<file path="src/rtl/pipelined_rshift.sv">
// Pipelined logarithmic right shifter, logical or arithmetic.
// One shift stage per amount bit, with valid/ready flow control at both ends.
module pipelined_rshift #(
   parameter int WIDTH = 32,
   parameter int SHW   = 5
) (
   input  logic             sys_clk,
   input  logic             ck_rst,
   input  logic             in_valid,
   output logic             in_ready,
   input  logic [WIDTH-1:0] v,
   input  logic [SHW-1:0]   d,
   input  logic             arith,
   output logic             out_valid,
   input  logic             out_ready,
   output logic [WIDTH-1:0] q,
   output logic [7:0]       ja
);

   logic [SHW-1:0] st_valid;
   logic [SHW-1:0] adv;

   // A stage may load when its consumer moves or it holds a bubble.
   assign adv[SHW-1] = out_ready | ~st_valid[SHW-1];

   for (genvar k = 0; k < SHW - 1; k++) begin : g_adv
      assign adv[k] = adv[k+1] | ~st_valid[k];
   end

   assign in_ready = adv[0];

   for (genvar k = 0; k < SHW; k++) begin : g_stage
      localparam int SH = 1 << k;

      logic [WIDTH-1:0] data;
      logic [SHW-1:0]   amt;
      logic             ar;
      logic             vld;

      logic [WIDTH-1:0] src_data;
      logic [SHW-1:0]   src_amt;
      logic             src_ar;
      logic             src_vld;
      logic [WIDTH-1:0] fill;
      logic [WIDTH-1:0] nxt_data;

      if (k == 0) begin : g_head
         assign src_data = v;
         assign src_amt  = d;
         assign src_ar   = arith;
         assign src_vld  = in_valid & in_ready;
      end else begin : g_body
         assign src_data = g_stage[k-1].data;
         assign src_amt  = g_stage[k-1].amt;
         assign src_ar   = g_stage[k-1].ar;
         assign src_vld  = g_stage[k-1].vld;
      end

      // Incoming MSB is still the original sign at every stage.
      assign fill     = {WIDTH{src_ar & src_data[WIDTH-1]}};
      assign nxt_data = src_amt[k]
                      ? ((src_data >> SH) | (fill << (WIDTH - SH)))
                      : src_data;

      always_ff @(posedge sys_clk or posedge ck_rst) begin
         if (ck_rst) begin
            data <= '0;
            amt  <= '0;
            ar   <= 1'b0;
            vld  <= 1'b0;
         end else if (adv[k]) begin
            data <= nxt_data;
            amt  <= src_amt;
            ar   <= src_ar;
            vld  <= src_vld;
         end
      end

      assign st_valid[k] = vld;
   end

   assign q         = g_stage[SHW-1].data;
   assign out_valid = g_stage[SHW-1].vld;
   assign ja        = q[WIDTH-1 -: 8];

endmodule

</file>
<file path="config.mk">
export PLATFORM = sky130hd
export DESIGN_NAME = pipelined_rshift
export DESIGN_NICKNAME = d
export VERILOG_FILES = /design/src/rtl/pipelined_rshift.sv
export SDC_FILE = /design/constraint.sdc
export NUM_CORES = 1
export LEC_CHECK = 0
export CELL_PAD_IN_SITES_DETAIL_PLACEMENT = 1
export CELL_PAD_IN_SITES_GLOBAL_PLACEMENT = 1
export CORE_UTILIZATION = 45
export CTS_BUF_LIST = sky130_fd_sc_hd__clkbuf_16
export DETAILED_ROUTE_END_ITERATION = 8
export PLACE_DENSITY_LB_ADDON = 0.25
export SETUP_SLACK_MARGIN = 0.4
export SLEW_MARGIN = 15
export SYNTH_ARGS = -nofsm -noshare
export SYNTH_HDL_FRONTEND = slang
export SYNTH_SLANG_ARGS = --single-unit
</file>
<file path="constraint.sdc">
create_clock -name sys_clk -period 8 [get_ports sys_clk]
set_clock_uncertainty 0.15 [all_clocks]
set_input_delay 1.2 -clock sys_clk [delete_from_list [all_inputs] [get_ports sys_clk]]
set_output_delay 1.2 -clock sys_clk [all_outputs]
set_load 0.01 [all_outputs]
</file>
Yosys cells after proc, flatten, opt, wreduce, memory -nomap -nowiden:

Cells that the tools add are included.

* input bits: 42
* flip-flop bits (word level): 189

* bitwise gates (word level): 21
* multiplexer cells: 5

Operator list (number)
* two-way mux 32 bit: 5
* OR 16 x 32 -> 32 bit: 1
* OR 24 x 32 -> 32 bit: 1
* OR 28 x 32 -> 32 bit: 1
* OR 30 x 32 -> 32 bit: 1
* OR 31 x 32 -> 32 bit: 1
* bitwise AND 1 bit: 6
* inverter 1 bit: 5
* OR 1 bit: 5

Longest topological paths before layout:

* depth in word-level cells: 7
* depth in mapped cells: 6
* depth with buffers taken out: 3

Worst setup path before layout:

Ideal clock, no wire load.

* path type: input -> output
* start point: in out_ready
* end point: out in_ready
* slack: 4.546 ns
* cell stages on the path: 6
* arrival: 2.104 ns
* cell sequence: and4b_1 > buf_6 > and3_4 > buf_6 > buf_6 > inv_1

* longest elaborated chain between the ends: 5

Ends and longest elaborated chain
* from (decl): line 15 `input logic out_ready,`
* OR 1 bit: line 24 `assign adv[SHW-1] = out_ready | ~st_valid[SHW-1];`
* OR 1 bit (4 in a row): line 27 `assign adv[k] = adv[k+1] | ~st_valid[k];`
* to (decl): line 10 `output logic in_ready,`

Every way passes these cells.

Worst setup path after layout:

Ends and elaborated chain as after synthesis.

==> flow_summary.json <==
{
  "r2r-end": "g_stage[0].data[13]",
  "hold_depth": 1,
  "cts_buffer_depth": 2,
  "holdCritStartpoint": "g_stage[0].vld",
  "gp_congestion": 0.7217,
  "route.detailed.drc": 0,
  "fin_setup_tns_ns": 0,
  "syn_area_mm2": 0.008143,
  "hpwl_um": 11960,
  "rrSetupSlack_ns": 5.21,
  "first_pass_iters": 4,
  "maxSlewHeadroom": 0.2262,
  "p_clk_frac": 0.298,
  "synthArstFlopShare": 1.000,
  "ir_worst_vdd_mv": 0.1773,
  "drv_slew": 0,
  "cts_tree": "yes",
  "ys_ff_latch": 179,
  "rr_worst_depth": 4,
  "drv_cap": 0,
  "grt.total_usage": 0.2037,
  "antenna_found_initial": 0,
  "worstPathArrival_ns": 4.02,
  "combPwrFrac": 0.252,
  "synthCells": 722,
  "dieWidth_um": 136.5,
  "coreArea_mm2": 0.01748,
  "fin_worst_hold_slack_ns": 0.3164,
  "fin_area_mm2": 0.009664,
  "p_per_area_mw_per_mm2": 315.9,
  "dp_slack_ns": 2.672,
  "required_ns": 6.65,
  "final_cell_mix": "dfrtp_1 (179), mux2i_1 (100), o21ai_0 (88), clkdlybuf4s50_1 (83), mux2_2 (63)",
  "syn_to_final_growth_pct": 18.68,
  "path_max_fanout": 100,
  "die_area_mm2": 0.01864,
  "internal-power_mw": 2.144,
  "synth_fp_nets": 764,
  "worstMarginPinSlew_ns": 1.161,
  "ys_seq_area_frac": 0.5501,
  "overflow": 0,
  "rsz0062_at_grt": "no",
  "postCtsSetupBuffers": 0,
  "rows": 48,
  "worstSetupPathType": "in -> out",
  "mostFrequentLayoutCell": "dfrtp_1",
  "period_needed_ns": 5.372,
  "cp-start-kind": "input port",
  "ys_types": 27,
  "die_h_um": 136.5,
  "p_leak_nw": 4.193,
  "drive_gt1_frac": 0.1451,
  "clk_pin_slew_ns": 0.06,
  "drt_iter0_drc": 255,
  "clockRootBuffer": "clkbuf_16",
  "status": "complete, no violations",
  "io_pins": 84,
  "wirelength_um": 17430,
  "ctsHoldBuffers": 0,
  "initial_utilization": 0.4659,
  "finalSetupViolCount": 0,
  "p_sw_frac": 0.2979,
  "cts_htree_levels": 4,
  "cts.sinks": 179,
  "numCtsBuffers": 17,
  "fin_crit_sh": 0.6715,
  "postPlaceCellArea_mm2": 0.009014,
  "final_antenna_net_count": 0,
  "r2r_start": "out_valid",
  "yosys_warnings": 0,
  "max_freq_ghz": 0.1861,
  "portBuffers": 83,
  "cts_repair_resize_count": 0,
  "diodes": 0,
  "p_total_mw": 3.053,
  "endpoint_kind": "primary output",
  "grt_max_degree": 104,
  "num_vias": 5396,
  "worstSetupStartpoint": "out_ready",
  "finalHoldViolations": 0,
  "seq_power_share": 0.450,
  "min_path_type": "reg -> reg",
  "worstHoldEndpoint": "g_stage[1].vld",
  "p_switching_mw": 0.9096,
  "nNetsFinal": 809,
  "layout_setup_ws_ns": 2.628,
  "grt_pass1_vias": 5662,
  "drt-wirelength-per-cell_um": 17.36,
  "synth_edf_count": 0,
  "clk_latency_ns": 0.43,
  "avgSynthCellArea_um2": 11.28,
  "synth_ff_type": "dfrtp_1",
  "avgViaCountPerCell": 5.375,
  "grt_pass1_wl_um": 29370
}
final cells by class:
class	count	area [um2]
clock buffers	17	425.4
flip-flops and latches	179	4479
well taps	225	281.5
fillers	1828	7812
inverters	9	38.79
clock inverters	14	219.0
repair buffers	91	890.9
multi-input cells	469	3329
per-layer routing:
metal | track usage | share of wire | vias up
li1 | - | - | 2603
met1 | 0.2622 | 0.45 | 2658
met2 | 0.3364 | 0.50 | 110
met3 | 0.03889 | 0.032 | 25
met4 | 0.08519 | 0.020 | 0
met5 | 0 | 0 | -
state kept, by name, summed over array words and instances, names as in the netlist:
| register | count |
|---|---|
| g_stage.amt | 10 |
| g_stage.ar | 4 |
| g_stage.data | 128 |
| g_stage.vld | 4 |
| out_valid | 1 |
| q | 32 |
Yosys cell counts, types with 2 or more instances:
cell | count | area share
and3_1 | 3 | 0.0023
buf_4 | 8 | 0.0074
dfrtp_1 | 179 | 0.55
buf_1 | 5 | 0.0023
o22a_1 | 15 | 0.016
buf_2 | 11 | 0.0068
nor2b_1 | 16 | 0.012
mux2_4 | 7 | 0.013
nand2b_1 | 4 | 0.0031
mux2i_1 | 100 | 0.12
inv_1 | 8 | 0.0037
clkbuf_1 | 38 | 0.018
nor2_1 | 31 | 0.014
or2_2 | 2 | 0.0015
buf_6 | 3 | 0.0041
nand3_1 | 33 | 0.020
mux2_1 | 2 | 0.0028
a21oi_1 | 42 | 0.026
o21ai_0 | 88 | 0.054
mux2_2 | 63 | 0.087
nand2_1 | 58 | 0.027
worst max-delay path, cell delays in order:
cell and delay (ns):
clkdlybuf4s50_1 0.50, and4b_2 0.33, buf_4 0.66, and3_4 0.68, inv_1 0.08, clkdlybuf4s50_1 0.50
cell families (layout without fill, tap and decap cells):
family / Yosys count / after routing / share of synthesized area
buffers and inverters: 74 / 131 / 0.04226
muxes: 172 / 172 / 0.2257
DFF: 179 / 179 / 0.5501
and+or+nand+nor: 152 / 152 / 0.08590
AOI/OAI and AO/OA: 145 / 145 / 0.09604
power by group through the flow:
stage	Sequential, mW	Combinational (mW)	Clock [mW]
3_3_place_gp	1.37	0.742	0
6_report	1.37	0.768	0.910
4_1_cts	1.38	0.782	0.924
5_1_grt	1.41	0.855	0.963
2_1_floorplan	1.34	0.484	0
3_5_place_dp	1.40	0.771	0
worst max path at each step:
stage	cells after the start	end	slack, ns
6_report	6	in_ready	2.63
5_1_grt	6	in_ready	2.42
4_1_cts	6	in_ready	2.65
3_5_place_dp	6	in_ready	2.67
3_3_place_gp	6	in_ready	2.73
2_1_floorplan	1	g_stage[0].amt[1]	1.79
stage by stage:
| stage | util | instances |
|---|---|---|
| finish | 0.5530 | 1004 |
| global placement | 0.5158 | 973 |
| floorplan | - | 722 |
| global route | 0.5530 | 1004 |
| CTS | 0.5526 | 1004 |
| detailed placement | 0.5158 | 973 |
(Power assumes the default switching activity.)
